**config.mk**
```make
export PLATFORM = sky130hd
export DESIGN_NAME = prog_loader
export DESIGN_NICKNAME = d
export VERILOG_FILES = /design/src/rtl/prog_loader.sv
export SDC_FILE = /design/constraint.sdc
export NUM_CORES = 1
export LEC_CHECK = 0
export BUFFER_PORTS_ARGS = -buffer_cell sky130_fd_sc_hd__buf_4
export CAP_MARGIN = 20
export CORE_AREA = 2 2 60 62
export CTS_CLUSTER_DIAMETER = 50
export CTS_CLUSTER_SIZE = 16
export DETAILED_ROUTE_END_ITERATION = 7
export DIE_AREA = 0 0 62 64
export MAX_ROUTING_LAYER = met4
export PLACE_DENSITY = 0.82
export SKIP_LAST_GASP = 1
export SYNTH_ARGS = -nofsm -noshare
export SYNTH_HDL_FRONTEND = slang
export SYNTH_SLANG_ARGS = --single-unit
export TNS_END_PERCENT = 20
```
**constraint.sdc**
```tcl
create_clock -name clk -period 1.6 [get_ports clk]
set_clock_uncertainty 0.2 [all_clocks]
set_input_delay 0.4 -clock clk [delete_from_list [all_inputs] [get_ports clk]]
set_output_delay 0.4 -clock clk [all_outputs]
set_load 0.05 [all_outputs]
```
**src/rtl/prog_loader.sv**
```systemverilog
// Program loader: streams host words into CPU program RAM, then runs the CPU for a bounded time.
// Optional checksum word after the program is enabled by defining PROG_LOADER_CHECKSUM_EN.
module prog_loader #(
    parameter int DATA_W     = 11,
    parameter int ADDR_W     = 3,
    parameter int RUN_CYCLES = 8
) (
    input  logic              clk,
    input  logic              reset,
    input  logic              start,
    input  logic              abort,
    input  logic              host_valid,
    input  logic [DATA_W-1:0] host_data,
    input  logic              host_last,
    output logic              host_ready,
    output logic              cpu_reset,
    output logic              RAM_Write_Enable,
    output logic [ADDR_W-1:0] RAM_Write_Address,
    output logic [DATA_W-1:0] RAM_Write_Data,
    output logic              PC_Enable,
    output logic [ADDR_W:0]   loaded_count,
    output logic              busy,
    output logic              done,
    output logic              err
);

    localparam int DEPTH = 1 << ADDR_W;
    localparam int RC_W  = (RUN_CYCLES > 1) ? $clog2(RUN_CYCLES) : 1;
    localparam logic [ADDR_W-1:0] LAST_ADDR  = ADDR_W'(DEPTH - 1);
    localparam logic [ADDR_W:0]   FULL_COUNT = (ADDR_W + 1)'(DEPTH);
    localparam logic [RC_W-1:0]   RUN_LAST   = RC_W'((RUN_CYCLES > 0) ? RUN_CYCLES - 1 : 0);

    typedef enum logic [2:0] {
        ST_IDLE  = 3'd0,
        ST_CLR   = 3'd1,
        ST_LOAD  = 3'd2,
        ST_DRAIN = 3'd3,
        ST_RUN   = 3'd4,
        ST_HALT  = 3'd5,
        ST_ERR   = 3'd6
    } state_t;

    state_t              state_r;
    state_t              state_c_s;
    state_t              state_nxt_s;
    logic [ADDR_W-1:0]   ptr_r;
    logic [ADDR_W:0]     count_r;
    logic                we_r;
    logic [ADDR_W-1:0]   waddr_r;
    logic [DATA_W-1:0]   wdata_r;
    logic [RC_W-1:0]     run_cnt_r;
    logic                cpu_reset_r;
    logic                host_ready_r;
    logic                pc_en_r;
    logic                busy_r;
    logic                done_r;
    logic                xfer_s;
    logic                end_s;
    logic                wr_c_s;
    logic                wr_s;

`ifdef PROG_LOADER_CHECKSUM_EN
    logic [DATA_W-1:0]   csum_r;
    logic                csum_phase_r;
    logic                err_r;

    function automatic logic [DATA_W-1:0] xor_fold(input logic [DATA_W-1:0] acc,
                                                    input logic [DATA_W-1:0] word);
        return acc ^ word;
    endfunction
`endif

    assign xfer_s = host_ready_r && host_valid;
    assign end_s  = xfer_s && (host_last || (ptr_r == LAST_ADDR));

    // Next-state and RAM write decision; abort overrides everything but reset.
    always_comb begin
        state_c_s   = state_r;
        wr_c_s      = 1'b0;
        state_nxt_s = state_r;
        wr_s        = 1'b0;
        case (state_r)
            ST_IDLE: begin
                if (start) state_c_s = ST_CLR;
                else       state_c_s = ST_IDLE;
            end
            ST_CLR: state_c_s = ST_LOAD;
            ST_LOAD: begin
`ifdef PROG_LOADER_CHECKSUM_EN
                if (csum_phase_r) begin
                    // The checksum word itself is never written to RAM.
                    wr_c_s = 1'b0;
                    if (xfer_s) state_c_s = (host_data == csum_r) ? ST_DRAIN : ST_ERR;
                    else        state_c_s = ST_LOAD;
                end else begin
                    wr_c_s    = xfer_s;
                    state_c_s = ST_LOAD;
                end
`else
                wr_c_s = xfer_s;
                if (end_s) state_c_s = ST_DRAIN;
                else       state_c_s = ST_LOAD;
`endif
            end
            ST_DRAIN: state_c_s = ST_RUN;
            ST_RUN: begin
                if ((RUN_CYCLES != 0) && (run_cnt_r == RUN_LAST)) state_c_s = ST_HALT;
                else                                              state_c_s = ST_RUN;
            end
            ST_HALT, ST_ERR: begin
                if (start) state_c_s = ST_CLR;
                else       state_c_s = state_r;
            end
            default: state_c_s = ST_IDLE;
        endcase
        if (abort) begin
            state_nxt_s = ST_IDLE;
            wr_s        = 1'b0;
        end else begin
            state_nxt_s = state_c_s;
            wr_s        = wr_c_s;
        end
    end

    // State, datapath and registered outputs (outputs follow the next state).
    always_ff @(posedge clk) begin
        if (reset) begin
            state_r      <= ST_IDLE;
            ptr_r        <= '0;
            count_r      <= '0;
            we_r         <= 1'b0;
            waddr_r      <= '0;
            wdata_r      <= '0;
            run_cnt_r    <= '0;
            cpu_reset_r  <= 1'b1;
            host_ready_r <= 1'b0;
            pc_en_r      <= 1'b0;
            busy_r       <= 1'b0;
            done_r       <= 1'b0;
        end else begin
            state_r <= state_nxt_s;
            we_r    <= wr_s;
            if (state_r == ST_CLR) begin
                ptr_r   <= '0;
                count_r <= '0;
            end else if (wr_s) begin
                waddr_r <= ptr_r;
                wdata_r <= host_data;
                // Pointer holds at the top address; count saturates at full depth.
                if (ptr_r != LAST_ADDR)    ptr_r   <= ptr_r + ADDR_W'(1);
                if (count_r != FULL_COUNT) count_r <= count_r + (ADDR_W + 1)'(1);
            end
            if (state_r == ST_RUN) run_cnt_r <= run_cnt_r + RC_W'(1);
            else                   run_cnt_r <= '0;
            cpu_reset_r  <= (state_nxt_s == ST_IDLE) || (state_nxt_s == ST_CLR);
            host_ready_r <= (state_nxt_s == ST_LOAD);
            pc_en_r      <= (state_nxt_s == ST_RUN);
            busy_r       <= (state_nxt_s == ST_CLR) || (state_nxt_s == ST_LOAD) ||
                            (state_nxt_s == ST_DRAIN) || (state_nxt_s == ST_RUN);
            done_r       <= (state_nxt_s == ST_HALT);
        end
    end

`ifdef PROG_LOADER_CHECKSUM_EN
    // Running XOR of written words and the flag that the next word is the checksum.
    always_ff @(posedge clk) begin
        if (reset) begin
            csum_r       <= '0;
            csum_phase_r <= 1'b0;
            err_r        <= 1'b0;
        end else begin
            if (state_r == ST_CLR) begin
                csum_r       <= '0;
                csum_phase_r <= 1'b0;
            end else if (wr_s) begin
                csum_r <= xor_fold(csum_r, host_data);
                if (end_s) csum_phase_r <= 1'b1;
            end
            err_r <= (state_nxt_s == ST_ERR);
        end
    end

    assign err = err_r;
`else
    assign err = 1'b0;
`endif

    assign host_ready        = host_ready_r;
    assign cpu_reset         = cpu_reset_r;
    assign RAM_Write_Enable  = we_r;
    assign RAM_Write_Address = waddr_r;
    assign RAM_Write_Data    = wdata_r;
    assign PC_Enable         = pc_en_r;
    assign loaded_count      = count_r;
    assign busy              = busy_r;
    assign done              = done_r;

endmodule

```
==> metrics.txt, run 1 <==
status=finished clean; CTS Root Cell=clkbuf_4; NumNets Final=225; min Tclk post-route=1570 ps; Die Span Y=64 µm; FF/Latch Area=669.4 µm²; Hold/Removal Path Class=in2reg; Cell variety after synth=43; peak supply drop=407.0 µV; layout cells sized above 1=39.11%; Yosys reg bits=33; footprint of the multi-input gates=703.2 µm²; Die ar.=3968 µm²; grt ovf=0; FP Rows=21; fin cells=248; multiplexer share of the synthesized area=2.107%; final setup violating endpoints=0; placed cells=241; Post-Synth Simple-Gate Area=26.95%; DRT antenna net count=0; Critical Path AT=1580 ps; routing usage on met1=19.97%; CTS buffer count=5; xor and xnor area share after synthesis=2.458%; initial antenna violation count=0; endpoint type of the worst setup path=flip-flop; # port buffers=40; Power Dens Cells=731.6 nW/µm²; # Post-CTS Setup Buffers=0; fin crit share=98.13%; CP most frequent cell=ha_1; DR WL/cell=11.05 µm; Req. time, crit path=1610 ps; initial drt markers=75; f_max=0.6369 GHz; starting density of the core=43.39%; via count=1212; post-synthesis adder-cell area fraction=5.970%; post-DP HPWL=2064 µm; post-synthesis compound-gate area fraction=10.54%; Filler Cell Count=298; Max-cap violations=0; largest family of logic cells by synthesized area=simple AND/OR/NAND/NOR gates; CTS tree=yes; Netlist Area Pre-Place=1425 µm²; area delta synth->final=33.89%; first drt pass iteration count=4; asr flop ratio synth=0%; total power=1.396 mW; RSZ-0062 raised after global routing=true; gp weighted congestion=0.7947; Ports=42; CP max stage delay=340 ps; largest net degree at the start of global routing=24; endpoints failing hold=0; syn_nets=176; vias in the first global route=1075; Post-synth EDFFs=0; Crit-path slowest cell=dfxtp_1; synth warn=0; crit path cell chain=ha_1, ha_1, o211ai_4, o2111ai_1, o2bb2ai_1; H-tree depth=2; clk_lat worst skew=320 ps; All-Layer GR Usage=16.47%; Startpoint Class=flip-flop; LEAKAGE=0.8361 nW; CTS max path bufs=2; Antenna Cells=0; Hold WS=127.8 ps; die width=62 µm; Via density=4.887; detailed-route wire length=2740 µm; DRC Markers=0; Std-Cell Core Area=3284 µm²; clk sink count=33; Synth Flop Type=dfxtp_1; kind of critical path=reg2reg; grt peak-use layer=met2; met3 GRT Util=3.644%; met2 usage=25.26%; Final Slew Violations=0; Clock Pin Slew Worst Setup and Hold Paths=90 ps; Seq/Total Area, Yosys=46.36%; CP Max Fanout=3; Place WS=-86.21 ps; wire length of the first global-routing pass=4726 µm; Post-Synthesis Cells=153; synthesized area per cell=9.314 µm²; final setup margin=29.87 ps
==> synth_stat cells, drive strengths merged (3+ instances only) <==
library cell,number,area share (%)
ha,6,5.3
nor2,14,3.9
mux2i,3,2.1
xor2,3,1.8
a21oi,15,5.3
dfxtp,33,46
nand3,16,6.0
nand2,19,5.0
buf,8,4.0
==> power breakdown <==
| part | switching [mW] | total (mW) | internal (mW) |
|---|---|---|---|
| Combinational | 0.0548 | 0.107 | 0.0520 |
| Sequential | 0.00416 | 0.830 | 0.825 |
| Clock | 0.252 | 0.460 | 0.207 |
| Total | 0.311 | 1.40 | 1.08 |
==> through the flow <==
step	util [%]	instance area, µm²	TNS (ps)
2_1_floorplan	-	1429	0
3_3_place_gp	55.81	1833	-388.2
3_5_place_dp	55.81	1833	-843.5
4_1_cts	57.87	1901	-17.36
5_1_grt	58.10	1908	-220.5
6_report	58.10	1908	0
==> metal layers <==
layer | up-vias | wire length [µm]
met3 | 5 | 89
met1 | 554 | 1227
met4 | 0 | 57
li1 | 625 | -
met5 | - | 0
met2 | 28 | 1366
==> layout by cell type, fill, tap and decap left out, types with 3 or more instances in the layout <==
cell type	instances
a21oi_1	15
buf_4	50
clkbuf_4	5
dfxtp_1	26
dfxtp_2	7
ha_1	6
mux2i_1	3
nand2_1	19
nand3_1	15
nor2_1	13
xor2_1	3
==> cell type report <==
type | instances | share of cell area (%)
multi-input combinational | 108 | 36.85
sequential | 33 | 35.08
timing repair buffer | 52 | 21.77
tap | 46 | 3.016
clock buffer | 7 | 2.885
inverter | 2 | 0.3934
==> kinds of logic after synthesis <==
| logic type | Yosys count |
|---|---|
| AOI/OAI and AO/OA | 22 |
| xor gates and xnor gates | 4 |
| adders and majority gates | 7 |
| buffers and inverters | 12 |
| DFF | 33 |
| muxes | 3 |
| other | 1 |
| and+or+nand+nor | 71 |
==> final timing paths <==
| check | slack, ps | endpoint | depth (start not counted) | startpoint |
|---|---|---|---|---|
| worst min-delay path | 130 | RAM_Write_Data[4] | 3 | host_data[4] |
| worst min register to register | 230 | run_cnt_r[0] | 1 | run_cnt_r[0] |
| worst max-delay path | 30 | busy | 5 | ptr_r[0] |
| worst max register to register | 30 | busy | 5 | ptr_r[0] |
==> flip-flops by register name, indices dropped and copies added (netlist names), 3 cells and up <==
signal and cells:
ptr_r 3, RAM_Write_Data 11, RAM_Write_Address 3, loaded_count 4, run_cnt_r 3, state_r 3
==> critical path, delay by kind of cell, from the launching register on <==
family	cells	cell delay, ps
compound gates	3	500
fa+ha+maj	2	420
flops	1	340
==> what timing repair did <==
item	CTS	global route
endpoints found under the setup margin	4	13
gates cloned	0	0
resized for setup	4	3
hold buffers	0	0
Power figures use the tool's default switching activity.
==> run 2: changes to the inputs <==
--- a/config.mk
+++ b/config.mk
@@ -6,14 +6,15 @@
 export NUM_CORES = 1
 export LEC_CHECK = 0
 export BUFFER_PORTS_ARGS = -buffer_cell sky130_fd_sc_hd__buf_4
-export CAP_MARGIN = 20
-export CORE_AREA = 2 2 60 62
+export CELL_PAD_IN_SITES_DETAIL_PLACEMENT = 1
+export CELL_PAD_IN_SITES_GLOBAL_PLACEMENT = 2
+export CORE_AREA = 2 2 76 78
 export CTS_CLUSTER_DIAMETER = 50
 export CTS_CLUSTER_SIZE = 16
 export DETAILED_ROUTE_END_ITERATION = 7
-export DIE_AREA = 0 0 62 64
+export DIE_AREA = 0 0 78 80
 export MAX_ROUTING_LAYER = met4
-export PLACE_DENSITY = 0.82
+export PLACE_DENSITY = 0.84
 export SKIP_LAST_GASP = 1
 export SYNTH_ARGS = -nofsm -noshare
 export SYNTH_HDL_FRONTEND = slang
==> metrics.txt, run 2 (synthesis gave the netlist of run 1 again) <==
status=finished clean; NumNets Final=227; wire length of the first global-routing pass=5830 µm; total power=1.741 mW; Die ar.=6240 µm²; vias in the first global route=1273; Critical Path AT=1620 ps; Finished Cell Area=2012 µm²; kind of critical path=reg2reg; CTS buffer count=5; FP Rows=27; Power Dens Cells=865.1 nW/µm²; layout cells sized above 1=40.00%; clk_lat worst skew=280 ps; R2R cell count=4; Final Slew Violations=0; f_max=0.6269 GHz; Startpoint Class=flip-flop; via count=1222; DRC Markers=0; most frequent cells in the layout=53 x buf_4, 27 x dfxtp_1, 19 x nand2_1, 15 x nand3_1, 15 x a21oi_1; initial antenna violation count=0; area delta synth->final=41.18%; Hold WS=171.2 ps; Hold/Removal Path Class=in2reg; H-tree depth=2; post-DP HPWL=2522 µm; clk sink count=33; die width=78 µm; Std-Cell Core Area=5405 µm²; grt ovf=0; Req. time, crit path=1620 ps; initial drt markers=52; post-layout util=37.22%; CP Max Fanout=8; first drt pass iteration count=4; hold buffers post-CTS=0; commonest non-fill, non-tap cell in the layout=buf_4; endpoint type of the worst setup path=flip-flop; CTS tree=yes; Min-Delay Path Depth=3; CTS max path bufs=2; largest net degree at the start of global routing=16; RSZ-0062 raised after global routing=true; Via density=4.412; fin crit share=99.70%; detailed-route wire length=3447 µm; DRT antenna net count=0; DR WL/cell=12.44 µm; All-Layer GR Usage=12.36%; final setup violating endpoints=0; min Tclk post-route=1595 ps; CTS Root Cell=clkbuf_8; placed inst area=1853 µm²; max reg flops=11; Clock Pin Slew Worst Setup and Hold Paths=70 ps; LEAKAGE=0.8738 nW; peak supply drop=264.8 µV; starting density of the core=26.37%; # port buffers=40; Antenna Cells=0; endpoints failing hold=0; gp weighted congestion=0.8180; Die Span Y=80 µm; Max-cap violations=0; Ports=42
[run 2: critical path, cell delays in order, from the launching register on]
cell and delay (ps):
dfxtp_4 370, nand2b_4 140, or4_4 540, and3_4 200
nor2_2 90
[run 2: final timing paths]
path	from	end	slack, ps
max	state_r[0]	done	5
min	host_data[2]	RAM_Write_Data[2]	170
max reg2reg	state_r[0]	done	5
min reg2reg	run_cnt_r[0]	run_cnt_r[0]	240
[run 2: what timing repair did]
item	CTS	global route
buffers inserted	0	2
endpoints found under the setup margin	8	8
hold endpoints to repair	0	0
pin swaps	0	3
gates resized for setup	4	4
[run 2: per-stage QoR]
stage,setup TNS (ps),setup slack (ps),cells
after floorplan,0,46.85,153
after global placement,-643.6,-83.15,267
after detailed placement,-930.9,-89.69,267
after CTS,-49.24,-25.18,275
after global routing,-258.6,-42.87,277
final,0,4.779,277
[run 2: final cells by class]
| type | instances | area [µm²] |
|---|---|---|
| clock buffers | 7 | 86.33 |
| clock inverters | 1 | 30.03 |
| fillers | 650 | 3393 |
| inverters | 2 | 7.507 |
| multi-input cells | 108 | 709.4 |
| flip-flops and latches | 33 | 670.6 |
| well taps | 72 | 90.09 |
| repair buffers | 54 | 417.9 |
[run 2: power by group]
part	switching (mW)	internal (mW)	total, mW
combinational	0.0565	0.0551	0.112
sequential	0.00465	0.825	0.830
clock	0.292	0.507	0.799
total	0.353	1.39	1.74
[run 2: per-layer routing]
metal / wire, µm / vias up / track usage, %
met5: 0 / - / -
met3: 191 / 6 / 3.846
met4: 50 / 0 / 4.211
li1: - / 620 / -
met1: 1595 / 559 / 14.58
met2: 1610 / 37 / 20.09
